## config.mk

```make
export PLATFORM = sky130hd
export DESIGN_NAME = coldstore_sample_ctrl
export DESIGN_NICKNAME = d
export VERILOG_FILES = /design/src/rtl/coldstore_sample_ctrl.sv
export SDC_FILE = /design/constraint.sdc
export NUM_CORES = 1
export LEC_CHECK = 0
export CORE_UTILIZATION = 50
export DETAILED_ROUTE_END_ITERATION = 8
export GPL_ROUTABILITY_DRIVEN = 0
export GPL_TIMING_DRIVEN = 0
export PLACE_DENSITY_LB_ADDON = 0.1
export SLEW_MARGIN = 20
export SYNTH_ARGS = -nofsm -noshare
export SYNTH_HDL_FRONTEND = slang
export SYNTH_SLANG_ARGS = --single-unit
```

## constraint.sdc

```tcl
create_clock -name clk -period 4.7 [get_ports clk]
set_input_delay 0.47 -clock clk [delete_from_list [all_inputs] [get_ports clk]]
set_output_delay 0.47 -clock clk [all_outputs]
set_load 0.005 [all_outputs]
```

## src/rtl/coldstore_sample_ctrl.sv

```systemverilog
// Sample sequencer and climate controller: periodic DHT11 reads with timeout/retry, range check, hysteresis actuators.
// Latency: accepted sample visible one cycle after CHECK; data_valid and actuator changes share that cycle.
module coldstore_sample_ctrl #(
    parameter int unsigned SAMPLE_CYC    = 200_000_000,
    parameter int unsigned TIMEOUT_CYC   = 3_000_000,
    parameter int unsigned RETRY_GAP_CYC = 100_000_000,
    parameter int unsigned MAX_FAIL      = 3,
    parameter logic [7:0]  TEMP_SET      = 8'd25,
    parameter logic [7:0]  TEMP_HYST     = 8'd2,
    parameter logic [7:0]  HUM_SET       = 8'd50,
    parameter logic [7:0]  HUM_HYST      = 8'd5,
    parameter int unsigned MIN_DWELL     = 2
) (
    input  logic       clk,
    input  logic       rst_n,
    input  logic       force_sample,
    output logic       sensor_start,
    input  logic       sensor_ready,
    input  logic [7:0] sensor_temp,
    input  logic [7:0] sensor_hum,
    output logic [7:0] temp_out,
    output logic [7:0] hum_out,
    output logic       data_valid,
    output logic       sensor_fault,
    output logic       fan_on,
    output logic       hum_on
);

    localparam int CW = 32;
    localparam int FW = (MAX_FAIL < 2) ? 1 : $clog2(MAX_FAIL + 1);
    localparam int DW = (MIN_DWELL < 2) ? 1 : $clog2(MIN_DWELL + 1);

    typedef enum logic [2:0] {
        S_WAIT,
        S_START,
        S_BUSY,
        S_CHECK,
        S_GAP
    } state_t;

    state_t          state_q;
    logic [CW-1:0]   cnt_q;
    logic [7:0]      hold_temp_q;
    logic [7:0]      hold_hum_q;
    logic [FW-1:0]   fail_q;
    logic [DW-1:0]   dwell_fan_q;
    logic [DW-1:0]   dwell_hum_q;
    logic            sensor_start_q;
    logic [7:0]      temp_out_q;
    logic [7:0]      hum_out_q;
    logic            data_valid_q;
    logic            fault_q;
    logic            fan_on_q;
    logic            hum_on_q;

    logic            accept_d;
    logic            fail_evt_d;
    logic [FW-1:0]   fail_d;
    logic            fan_tgt_d;
    logic            hum_tgt_d;
    logic            fan_tog_d;
    logic            hum_tog_d;
    logic [DW-1:0]   dwell_fan_inc_d;
    logic [DW-1:0]   dwell_hum_inc_d;
    logic [8:0]      t9;
    logic [8:0]      h9;

    always_comb begin
        t9 = {1'b0, hold_temp_q};
        h9 = {1'b0, hold_hum_q};
        accept_d = (hold_temp_q <= 8'd50) && (hold_hum_q >= 8'd20) && (hold_hum_q <= 8'd90);

        fail_evt_d = ((state_q == S_BUSY) && !sensor_ready && (cnt_q == CW'(TIMEOUT_CYC - 1)))
                   || ((state_q == S_CHECK) && !accept_d);
        fail_d = (fail_q == FW'(MAX_FAIL)) ? fail_q : fail_q + FW'(1);

        fan_tgt_d = (t9 > ({1'b0, TEMP_SET} + {1'b0, TEMP_HYST}))
                  || (fan_on_q && !(t9 < {1'b0, TEMP_SET}));
        hum_tgt_d = ((h9 + {1'b0, HUM_HYST}) < {1'b0, HUM_SET})
                  || (hum_on_q && !(h9 > {1'b0, HUM_SET}));

        // Leaving fail-safe is not held back by dwell: the fault cleared the dwell history.
        fan_tog_d = (fan_tgt_d != fan_on_q) && (fault_q || (dwell_fan_q >= DW'(MIN_DWELL)));
        hum_tog_d = (hum_tgt_d != hum_on_q) && (fault_q || (dwell_hum_q >= DW'(MIN_DWELL)));

        dwell_fan_inc_d = (dwell_fan_q >= DW'(MIN_DWELL)) ? dwell_fan_q : dwell_fan_q + DW'(1);
        dwell_hum_inc_d = (dwell_hum_q >= DW'(MIN_DWELL)) ? dwell_hum_q : dwell_hum_q + DW'(1);
    end

    always_ff @(posedge clk or negedge rst_n) begin
        if (!rst_n) begin
            state_q        <= S_WAIT;
            cnt_q          <= '0;
            hold_temp_q    <= '0;
            hold_hum_q     <= '0;
            fail_q         <= '0;
            dwell_fan_q    <= DW'(MIN_DWELL);
            dwell_hum_q    <= DW'(MIN_DWELL);
            sensor_start_q <= 1'b0;
            temp_out_q     <= '0;
            hum_out_q      <= '0;
            data_valid_q   <= 1'b0;
            fault_q        <= 1'b0;
            fan_on_q       <= 1'b0;
            hum_on_q       <= 1'b0;
        end else begin
            sensor_start_q <= 1'b0;
            data_valid_q   <= 1'b0;
            case (state_q)
                S_WAIT: begin
                    if (force_sample || (cnt_q == CW'(SAMPLE_CYC - 1))) begin
                        state_q        <= S_START;
                        cnt_q          <= '0;
                        sensor_start_q <= 1'b1;
                    end else begin
                        cnt_q <= cnt_q + CW'(1);
                    end
                end
                S_START: begin
                    state_q <= S_BUSY;
                    cnt_q   <= '0;
                end
                S_BUSY: begin
                    if (sensor_ready) begin
                        hold_temp_q <= sensor_temp;
                        hold_hum_q  <= sensor_hum;
                        state_q     <= S_CHECK;
                    end else if (cnt_q == CW'(TIMEOUT_CYC - 1)) begin
                        state_q <= S_GAP;
                        cnt_q   <= '0;
                    end else begin
                        cnt_q <= cnt_q + CW'(1);
                    end
                end
                S_CHECK: begin
                    cnt_q <= '0;
                    if (accept_d) begin
                        state_q      <= S_WAIT;
                        temp_out_q   <= hold_temp_q;
                        hum_out_q    <= hold_hum_q;
                        data_valid_q <= 1'b1;
                        fail_q       <= '0;
                        fault_q      <= 1'b0;
                        if (fan_tog_d) begin
                            fan_on_q    <= fan_tgt_d;
                            dwell_fan_q <= '0;
                        end else begin
                            dwell_fan_q <= dwell_fan_inc_d;
                        end
                        if (hum_tog_d) begin
                            hum_on_q    <= hum_tgt_d;
                            dwell_hum_q <= '0;
                        end else begin
                            dwell_hum_q <= dwell_hum_inc_d;
                        end
                    end else begin
                        state_q <= S_GAP;
                    end
                end
                S_GAP: begin
                    if (cnt_q == CW'(RETRY_GAP_CYC - 1)) begin
                        state_q        <= S_START;
                        cnt_q          <= '0;
                        sensor_start_q <= 1'b1;
                    end else begin
                        cnt_q <= cnt_q + CW'(1);
                    end
                end
                default: begin
                    state_q <= S_WAIT;
                    cnt_q   <= '0;
                end
            endcase

            // Fail-safe: cool and stop humidifying when the sensor cannot be trusted.
            if (fail_evt_d) begin
                fail_q <= fail_d;
                if (fail_d == FW'(MAX_FAIL)) begin
                    fault_q     <= 1'b1;
                    fan_on_q    <= 1'b1;
                    hum_on_q    <= 1'b0;
                    dwell_fan_q <= '0;
                    dwell_hum_q <= '0;
                end
            end
        end
    end

    assign sensor_start = sensor_start_q;
    assign temp_out     = temp_out_q;
    assign hum_out      = hum_out_q;
    assign data_valid   = data_valid_q;
    assign sensor_fault = fault_q;
    assign fan_on       = fan_on_q;
    assign hum_on       = hum_on_q;

endmodule

```

==> results of run 1 <==
-- Yosys cell counts, types with 6 or more instances --
library cell / n / area (um^2)
nor3_1: 12 / 60.1
ha_1: 7 / 87.6
o221ai_1: 12 / 105
xnor2_1: 6 / 52.6
nor2_1: 14 / 52.6
inv_1: 14 / 52.6
or3_1: 10 / 62.6
dfrtp_1: 76 / 1900
nand3_1: 12 / 60.1
o31ai_1: 16 / 120
a21oi_1: 9 / 45.0
clkbuf_1: 13 / 48.8
nand4_1: 13 / 81.3
nand2_1: 114 / 428
o21ai_0: 26 / 130
-- power breakdown --
part           total [uW]  leakage (uW)  internal, uW  switching [uW]
registers             981       0.00103           844             137
clock network         478     0.0000917           199             280
logic                 928      0.000881           399             529
-- layout by cell type (no fill, tap or decap), types with 4 or more instances in the layout --
master	instances
dfrtp_1	76
or3_1	10
buf_6	4
o22ai_1	5
nor3_1	12
nor4_1	4
o41ai_1	4
clkbuf_8	9
o31ai_1	16
inv_1	14
xnor2_1	6
nor2_1	14
ha_1	7
a21oi_1	9
clkdlybuf4s50_1	39
nand4_1	13
o21ai_0	26
or4_1	5
o21ai_1	5
nand3_1	12
o221ai_1	12
nand2_1	114
clkbuf_1	13
-- state kept, by name, summed over array words and instances, names as in the netlist --
signal,cells
state_q,3
fail_q,2
hum_out,8
cnt_q,32
fan_on,1
hold_temp_q,8
hum_on,1
sensor_start,1
temp_out,8
hold_hum_q,8
sensor_fault,1
dwell_hum_q,2
data_valid,1
dwell_fan_q,2
-- worst min-delay path by stage --
stage / start / end
3_3_place_gp: temp_out[0] / temp_out[0]
5_1_grt: rst_n / temp_out[6]
3_5_place_dp: rst_n / hum_out[2]
6_report: rst_n / temp_out[6]
2_1_floorplan: rst_n / cnt_q[0]
4_1_cts: rst_n / hum_out[2]
-- routing by layer --
| layer | share of wire | track usage | vias to the layer above | routed length (um) |
|---|---|---|---|---|
| met1 | 0.46 | 0.314 | 1717 | 4480 |
| met4 | 0.022 | 0.129 | 0 | 213 |
| met5 | 0 | 0 | - | 0 |
| li1 | - | - | 1755 | - |
| met3 | 0.031 | 0.0328 | 16 | 306 |
| met2 | 0.49 | 0.409 | 69 | 4800 |
-- cell type report --
type,count,area (um^2)
Clock inverter,7,58.8
Sequential cell,78,1950
Clock buffer,9,124
Multi-Input combinational cell,339,1990
Fill cell,682,3010
Buffer,21,111
Tap cell,102,128
Inverter,14,52.6
Timing Repair Buffer,41,418
-- stage by stage --
step | hold WS [ns] | cells | cell area [um^2] | util
final | 0.0545 | 611 | 4840 | 0.617
after global routing | 0.0891 | 611 | 4840 | 0.617
after CTS | 0.0673 | 611 | 4840 | 0.617
after detailed placement | 0.460 | 595 | 4660 | 0.593
after global placement | 0.459 | 594 | 4640 | 0.591
after floorplan | 0.174 | 452 | 4110 | -
-- cell families after synthesis --
| logic type | synth area share |
|---|---|
| multiplexers | 0.00517 |
| flip-flops | 0.475 |
| AO/OA/AOI/OAI | 0.184 |
| XOR/XNOR | 0.0149 |
| buffers and inverters | 0.0399 |
| AND/OR/NAND/NOR | 0.259 |
| adder cells (fa/ha/maj) | 0.0213 |
==> impl_metrics.ini, run 1 <==
[clock_tree]
cts_hold_buf = 0
cts.sinks = 78
clockRootBuffer = clkbuf_8
post_cts_resize_count = 0
h-tree-depth = 3
clockBufferDepth = 2
cts_made_buffers = 9
path_clk_slew_ns = 0.09
cts_tree = yes
clk_latency_ns = 0.37
postCtsSetupBuffers = 0

[logic_synthesis]
yosysUniqueCellTypes = 66
async_reset_ff_frac = 1.00
synth_area_mm2 = 0.00411
yosys_warnings = 0
avgSynthCellArea_um2 = 9.09
syn_inst = 452
synth_edf_count = 0
yosys_register_bits = 78
syn-num-nets = 479
synthFlopType = dfrtp_1
seq_area_frac_synth = 0.475

[worst_setup_path]
path_class = reg -> reg
crit_path_start = cnt_q[12]
rr_worst_depth = 6
worstPathMaxFanout = 8
r2r_setup_slack_ns = 1.92
arrival_ns = 3.01
critPathMaxStageDelay_ns = 0.58
cp.depth = 6
cp.required_ns = 4.93
path_delay_family = simple AND/OR/NAND/NOR gates
crit_path_start_kind = flip-flop
path_cells = or4_1, or2_1, or4b_4, o21a_2, nor2_2, o21ai_0
cp_slowest_cell = or4_1
path_buf_inv = 0
rr_endpoint = cnt_q[11]
r2r_start = cnt_q[12]
endpoint_kind = flip-flop
cp-endpoint = cnt_q[11]

[hold_path]
hold_path.class = in -> async

[sta]
setup_viol = 0
final.min_clock_period_ns = 2.78
rsz0062_at_grt = no
tightest_slew_ns = 0.609
max_freq_mhz = 359
hold_viol = 0
clock_skew_ns = 0.00807
tns_ns = 0
final_critical_path_setup_slack_ns = 1.92
slew_violations = 0
fin_crit_sh = 0.592
max_slew_margin = 0.594

[floorplan]
die-area_mm2 = 0.00859
rows = 32
die_h_um = 92.7
initial_core_util = 0.524
pin_count = 41
die_w_um = 92.7
coreArea_mm2 = 0.00785

[pwr]
leakagePower_uw = 0.00200
power_uw = 2390
peakVddDrop_mv = 0.238
p_per_area_mw_per_mm2 = 493

[placed_design]
dp_hpwl_um = 7010
port_buffers = 40
pre_cts_slack_ns = 1.96

[global_route]
grt_max_degree = 45
grt.total_usage = 0.247
grt_pass1_vias = 3454
grt-ovfl-total = 0
antenna_found_initial = 0
grt_pass1_wl_um = 16400

[status]
status = completed

[drt]
routed_wl_um = 9810
drtIter0Drc = 163
wl_per_cell_um = 16.1
via_per_inst = 5.82
dr_total_vias = 3557
detail-route-antenna-nets = 0
route.detailed.drc = 0
drt_pass1_iterations = 5

[cells_and_area]
nNetsFinal = 531
diodes = 0
area_delta_synth_final_pct = 17.7
drive_above_1_share = 0.0747

[flow_run]
maxCapViolCount = 0
No activity file was read; power rests on OpenSTA's default activity.
==> run 2, diff against run 1 <==
==> constraint.sdc (replaced) <==
create_clock -name clk -period 2.9 [get_ports clk]
set_input_delay 0.29 -clock clk [delete_from_list [all_inputs] [get_ports clk]]
set_output_delay 0.29 -clock clk [all_outputs]
set_load 0.005 [all_outputs]
==> run 2 against run 1 <==
Count of clock-buffer cells in the layout unchanged; critical path depth unchanged; clock skew is essentially flat; critical endpoint unchanged.
==> impl_metrics.ini, run 2 (synthesis gave the netlist of run 1 again) <==
[drt]
detail-route-antenna-nets = 0
dr_total_vias = 3591
wl_per_cell_um = 15.9
drt_pass1_iterations = 4
drtIter0Drc = 183
route.detailed.drc = 0
routed_wl_um = 9720
via_per_inst = 5.88

[clock_tree]
cts_made_buffers = 9
path_clk_slew_ns = 0.09
h-tree-depth = 3
cts_tree = yes
cts.sinks = 78
clk_latency_ns = 0.37
clockBufferDepth = 2
clockRootBuffer = clkbuf_8
postCtsSetupBuffers = 0

[sta]
fin_crit_sh = 0.960
max_slew_margin = 0.615
slew_violations = 0
rsz0062_at_grt = no
setup_viol = 0
clock_skew_ns = 0.00833
final.min_clock_period_ns = 2.78
max_freq_mhz = 359
hold_viol = 0
tightest_slew_ns = 0.572

[worst_setup_path]
path_class = reg -> reg
endpoint_kind = flip-flop
path_cells = or4_1, or2_1, or4b_4, o21a_2, nor2_2, o21ai_0
r2r_setup_slack_ns = 0.12
path_delay_family = simple AND/OR/NAND/NOR gates
critPathMaxStageDelay_ns = 0.58
arrival_ns = 3.01
cp.required_ns = 3.13
path_buf_inv = 0
worstPathMaxFanout = 8
crit_path_start_kind = flip-flop
cp_slowest_cell = or4_1

[flow_run]
maxCapViolCount = 0

[floorplan]
coreArea_mm2 = 0.00785
die-area_mm2 = 0.00859
die_w_um = 92.7
rows = 32
die_h_um = 92.7
initial_core_util = 0.524
pin_count = 41

[global_route]
grt_pass1_vias = 3466
grt.total_usage = 0.247
grt-ovfl-total = 0
antenna_found_initial = 0
grt_pass1_wl_um = 16500
grt_max_degree = 45

[cells_and_area]
nFillCells = 681
multi_input_area_mm2 = 0.00200
design_area_mm2 = 0.00485
final_cell_mix = nand2_1, dfrtp_1, clkdlybuf4s50_1, o21ai_0, o31ai_1
layout_commonest_cell = nand2_1
seq_area_mm2 = 0.00195
area_delta_synth_final_pct = 18.1
diodes = 0
largest_register_ff_count = 32
nNetsFinal = 531
largest_register = cnt_q
final_cells = 611
drive_above_1_share = 0.0786

[placed_design]
dpl.cell_count = 595
port_buffers = 40
place_area_mm2 = 0.00466
dp_hpwl_um = 7010

[hold_path]
hold_path.class = in -> async

[status]
status = completed

[pwr]
peakVddDrop_mv = 0.381
leakagePower_uw = 0.00201
p_per_area_mw_per_mm2 = 796
-- run 2: cell types whose count changed in the layout (fill, tap and decap cells not counted), sizes merged --
cell	delta
dlygate4sd3	+1
buf	-1
-- run 2: where the power goes --
group	switching [uW]	internal [uW]	total (uW)	leakage [uW]
logic	852	648	1500	0.000887
clock network	449	322	771	0.0000917
registers	223	1370	1590	0.00103
-- run 2: per-layer routing --
layer,share of wire,track usage
met1,0.45,0.314
met2,0.49,0.410
met3,0.043,0.0328
met4,0.024,0.129
met5,0,0
-- run 2: path summary, 6_finish.rpt --
| kind | startpoint | to | cells past startpoint |
|---|---|---|---|
| min reg2reg | temp_out[1] | temp_out[1] | 2 |
| max | cnt_q[12] | cnt_q[11] | 6 |
| max reg2reg | cnt_q[12] | cnt_q[11] | 6 |
| min | rst_n | temp_out[6] | 2 |
| min in group clk | sensor_temp[1] | hold_temp_q[1] | 3 |
| max in group asynchronous | rst_n | dwell_fan_q[1] | 3 |
-- run 2: timing repair --
item	in CTS	in global routing
resized for setup	0	2
hold buffers	1	0
endpoints found under the setup margin	0	9
endpoints found under the hold margin	34	0
-- run 2: per-stage QoR --
| stage | total power, uW | utilization | setup slack (ns) | setup TNS (ns) | hold slack, ns |
|---|---|---|---|---|---|
| after floorplan | 2530 | - | 0.433 | 0 | -0.00559 |
| after global placement | 3070 | 0.591 | -1.18 | -90.29 | 0.459 |
| after detailed placement | 3120 | 0.593 | 0.164 | 0 | 0.280 |
| after CTS | 3890 | 0.618 | 0.146 | 0 | 0.430 |
| after global routing | 4140 | 0.618 | 0.00655 | 0 | 0.460 |
| final | 3860 | 0.618 | 0.116 | 0 | 0.416 |
-- run 2: final cells by class --
type | instances | area share
Inverter | 14 | 0.0108
Clock inverter | 7 | 0.0121
Multi-Input combinational cell | 339 | 0.412
Tap cell | 102 | 0.0263
Sequential cell | 78 | 0.403
Timing Repair Buffer | 42 | 0.0882
Clock buffer | 9 | 0.0255
Buffer | 20 | 0.0224
